## src/rtl/joystick_multi.sv

```systemverilog
// Multi-channel fake analog joystick: digital 4-way switches drive per-frame
// accelerating axis positions with spring-back, read through a 16-bit I/O port.
module joystick_multi #(
  parameter int NCH       = 2,
  parameter int W         = 8,
  parameter int CENTER    = 127,
  parameter int STEP_MAX  = 4,
  parameter int RECENTER  = 1,
  parameter int FRAME_DIV = 1,
  localparam int CW       = (NCH > 2) ? $clog2(NCH) : 1,
  localparam int AW       = 2 + CW
) (
  input  logic           clk6m,
  input  logic           reset_n,
  input  logic           vblank,
  input  logic [NCH-1:0] js_l,
  input  logic [NCH-1:0] js_r,
  input  logic [NCH-1:0] js_u,
  input  logic [NCH-1:0] js_d,
  input  logic [AW-1:0]  a,
  input  logic           wr_n,
  input  logic           rd_n,
  output logic [15:0]    data_out
);

  localparam int SW   = (STEP_MAX > 1) ? $clog2(STEP_MAX + 1) : 1;
  localparam int DW   = (FRAME_DIV > 1) ? $clog2(FRAME_DIV) : 1;
  localparam int MAXV = (1 << W) - 1;

  // dir remembers the last held direction (1 = toward MAXV) for reversal detection
  typedef struct packed {
    logic [W-1:0]  pos;
    logic [SW-1:0] step;
    logic          dir;
  } axis_t;

  axis_t          horiz [NCH];
  axis_t          vert  [NCH];
  logic           hist;
  logic [DW-1:0]  div;
  logic [W-1:0]   out;
  logic [W-1:0]   rd_sel;
  logic           rise;
  logic           tick;
  logic           unused;

  assign unused   = wr_n;
  assign rise     = vblank & ~hist;
  assign tick     = rise && (div == DW'(FRAME_DIV - 1));
  assign data_out = {{(16 - W){1'b0}}, out};

  function automatic axis_t axis_next(input axis_t cur, input logic dec, input logic inc);
    axis_t nx;
    logic  up;
    int    p;
    int    e;
    nx = cur;
    up = ~dec;
    p  = int'(cur.pos);
    if (dec || inc) begin
      e = (cur.dir != up) ? 1 : int'(cur.step);
      if (up) p = (p + e > MAXV) ? MAXV : p + e;
      else    p = (p < e) ? 0 : p - e;
      nx.step = (e >= STEP_MAX) ? SW'(STEP_MAX) : SW'(e + 1);
      nx.dir  = up;
    end else begin
      nx.step = SW'(1);
      if (p > CENTER)      p = (p - CENTER > RECENTER) ? p - RECENTER : CENTER;
      else if (p < CENTER) p = (CENTER - p > RECENTER) ? p + RECENTER : CENTER;
    end
    nx.pos = W'(p);
    return nx;
  endfunction

  always_comb begin
    rd_sel = '0;
    if (int'(a[AW-1:2]) < NCH) begin
      case (a[1:0])
        2'b01:   rd_sel = vert[a[AW-1:2]].pos;
        2'b11:   rd_sel = horiz[a[AW-1:2]].pos;
        default: rd_sel = '0;
      endcase
    end
  end

  always_ff @(posedge clk6m) begin
    // NOTE: hist tracks vblank even in reset, so a vblank already high at release is not a rise.
    hist <= vblank;
    if (!reset_n) begin
      div <= '0;
      out <= '0;
      for (int i = 0; i < NCH; i++) begin
        horiz[i] <= '{pos: W'(CENTER), step: SW'(1), dir: 1'b0};
        vert[i]  <= '{pos: W'(CENTER), step: SW'(1), dir: 1'b0};
      end
    end else begin
      if (rise) div <= tick ? '0 : div + DW'(1);
      if (tick) begin
        for (int i = 0; i < NCH; i++) begin
          horiz[i] <= axis_next(horiz[i], ~js_l[i], ~js_r[i]);
          vert[i]  <= axis_next(vert[i],  ~js_d[i], ~js_u[i]);
        end
      end
      // Frozen during a read strobe so the CPU sees a stable value.
      if (rd_n) out <= rd_sel;
    end
  end

endmodule
```

## config.mk

```make
export PLATFORM = sky130hd
export DESIGN_NAME = joystick_multi
export DESIGN_NICKNAME = d
export VERILOG_FILES = /design/src/rtl/joystick_multi.sv
export SDC_FILE = /design/constraint.sdc
export NUM_CORES = 1
export LEC_CHECK = 0
export CORE_AREA = 2 2 113 115
export DETAILED_ROUTE_END_ITERATION = 6
export DIE_AREA = 0 0 115 117
export HOLD_SLACK_MARGIN = 0.12
export PLACE_DENSITY = 0.79
export SKIP_CTS_REPAIR_TIMING = 1
export SLEW_MARGIN = 20
export SYNTH_ARGS = -nofsm -noshare
export SYNTH_HDL_FRONTEND = slang
export SYNTH_SLANG_ARGS = --single-unit
```

## constraint.sdc

```tcl
create_clock -name clk6m -period 3.1 [get_ports clk6m]
set_input_delay 0.775 -clock clk6m [delete_from_list [all_inputs] [get_ports clk6m]]
set_output_delay 0.775 -clock clk6m [all_outputs]
set_load 0.02 [all_outputs]
```

==> results.md <==
* Outcome: finished with violations
* Failing checks: design-rule violations
* Post-route minimum period at 2.87 ns
* Top FF cell, synth: edfxtp_1
* Filler Cell Count at 1,028
* Max-Cap Viols at 0
* Commonest non-fill, non-tap cells in the layout: buf_4, nand2_1, nor2_1, a21oi_1, edfxtp_1
* FF+latch count, synth at 58
* Asr flop ratio synth at 0%
* Sequential area share after synthesis at 25.1%
* Count of flip-flops with a built-in enable after synthesis at 48
* Most common cell after layout, fill and taps aside: buf_4
* Hold Vio Cnt, Final at 0
* Skew final at 0.00696 ns
* DIE HEIGHT at 117 um
* Post-route DRC at 1
* Worst-path clk slew at 0.05 ns
* Avg Inst Size Synth at 8.34 sq um
* WP data arrival at 2.94 ns
* Relative slew margins at 30.9%
* Area growth syn-to-layout at 18.9%
* Fmax at 348 MHz
* Period utilization at 92.6%
* Max IR drop VDD at 0.000354 V
* Fin cells at 1,011
* Wire per inst at 19.0 um
* Pre-antenna DRT Iters at 7
* Crit path cell chain: dlymetal6s2s_1 > xnor2_1 > nand2b_1 > ha_1 > fa_1 > inv_1 > a2111oi_4 > a21oi_2 > buf_4 > a221oi_1 > a21oi_1 > a2bb2oi_1
* Skew-Pair Late Insertion Delay at 0.34 ns
* Sink Count at 58
* Cell count after synthesis at 784
* Initial Util at 53.1%
* Crit-path max FO at 4
* CTS buffer count at 9
* Total chip power at 2.75 mW
* H-Tree Depth at 3
* Worst slew pin tran at 1.02 ns
* Place WS at -0.485 ns
* Final setup TNS at 0 ns
* CP max-delay cell: a2111oi_4
* NumNets Final at 924
* Share of post-route cells with drive strength above 1 at 18.5%
* First-pass GRT wire length at 30,300 um
* DP Wirelength at 14,000 um
* Die Wd at 115 um
* Startpoint types: input pin
* N_diodes at 0
* Num rows at 41
* Setup ws final at 0.230 ns
* Final slew viol count at 0
* Core area at 12,300 sq um
* Clock buffer depth at 2
* Syn Std Cell Area at 6540 sq um
* Final ANT Viol Nets at 0
* Endpoint class of the critical path: flop
* Worst EP required at 3.17 ns
* Clock root buffer master: clkbuf_16
* CP max stage delay at 0.38 ns
* Gr ovfl total at 0
* GRT Total Usage at 28.4%
* Dpl cells at 994
* IO buf count at 22
* I/O Pins at 32
* Placed Area at 7330 sq um
* Synth Warn # at 0
* FF/Latch Area at 1640 sq um
* Yosys cell types at 83
* WL final at 19,200 um
* Die area at 13,500 sq um
* Finished Cell Area at 7780 sq um
* Gpl congestion at 0.936
* Leakage at 3.10 nW
* RSZ-0062 raised after global routing: false
* Vias in the first global route at 6,198
* Vias at 6,579
* Min-delay worst type: reg -> reg
* Final setup viols at 0
* Largest net degree at the start of global routing at 20
* CP Class: in -> reg
* Initial antenna violation count at 0
* Power density cells at 354 nW/um^2
* Initial DRC count at 734
* Detail-routed via count per cell at 6.51
* CTS tree: yes
* Multi-input gate area at 4580 sq um
## cell type report
| type | count | area share, % |
|---|---|---|
| Inverter | 47 | 2.27 |
| Multi-Input combinational cell | 627 | 58.9 |
| Tap cell | 150 | 2.41 |
| Clock inverter | 2 | 0.161 |
| Clock buffer | 14 | 3.39 |
| Timing Repair Buffer | 113 | 11.7 |
| Sequential cell | 58 | 21.1 |
## report_power, final
group / total, mW / internal (mW) / switching (mW)
registers: 0.940 / 0.886 / 0.0540
clock network: 0.951 / 0.584 / 0.368
logic: 0.862 / 0.384 / 0.478
total: 2.75 / 1.85 / 0.900
## flip-flops by register name, indices dropped and copies added, names as in the netlist
register,count
vert,24
div,1
horiz,24
out,8
hist,1
## final timing paths
kind,start,endpoint,slack [ns],cells past startpoint
worst max register to register,horiz[1][5],horiz[1][10],0.38,7
worst min-delay path,out[1],out[1],0.49,2
worst min register to register,out[1],out[1],0.49,2
worst max-delay path,js_d[1],vert[1][6],0.23,12
## critical path, delay by kind of cell
family          cells  cell delay, ns
simple gates        1            0.17
xor+xnor            1            0.14
fa+ha+maj           2            0.44
compound gates      5            1.02
buf+inv             3            0.41
## synth_stat cells (8+ instances only)
master,n,share of area (%)
a31oi_1,17,1.6
mux2i_1,11,1.7
xnor2_1,23,3.1
a211oi_1,8,0.92
buf_2,11,0.84
o21ai_0,40,3.1
edfxtp_1,48,22
fa_1,8,2.4
a221oi_1,8,1.1
nand2_1,61,3.5
nand3_1,34,2.6
nand2b_1,27,2.6
nor3_1,26,2.0
ha_1,44,8.4
a21oi_1,51,3.9
dfxtp_1,10,3.1
clkbuf_1,31,1.8
nand4_1,9,0.86
xor2_1,12,1.6
buf_4,9,1.0
a21boi_0,9,1.0
nor2_1,57,3.3
and3_1,10,0.96
inv_1,47,2.7
nor2b_1,18,1.7
a21o_1,11,1.3
## layer usage
layer	global-route usage, %	part of all wire [%]
met4	13.9	3.3
met2	48.3	49
met3	4.74	8.7
met1	35.1	39
met5	0	0
## per-stage QoR
step           hold WS, ns  utilization [%]
2_1_floorplan        0.483                -
3_5_place_dp         0.487             59.5
6_report             0.488             63.2
3_3_place_gp         0.468             59.5
5_1_grt              0.510             63.2
4_1_cts              0.496             61.8
## kinds of logic after synthesis
group,Yosys count,share of synthesized area [%]
mux,19,4.50
compound gates,226,24.0
buf+inv,106,7.82
flops,58,25.1
fa+ha+maj,52,10.9
other cells,1,0.0573
simple gates,287,23.0
xor+xnor,35,4.69
No activity file was read; power rests on OpenSTA's default activity.
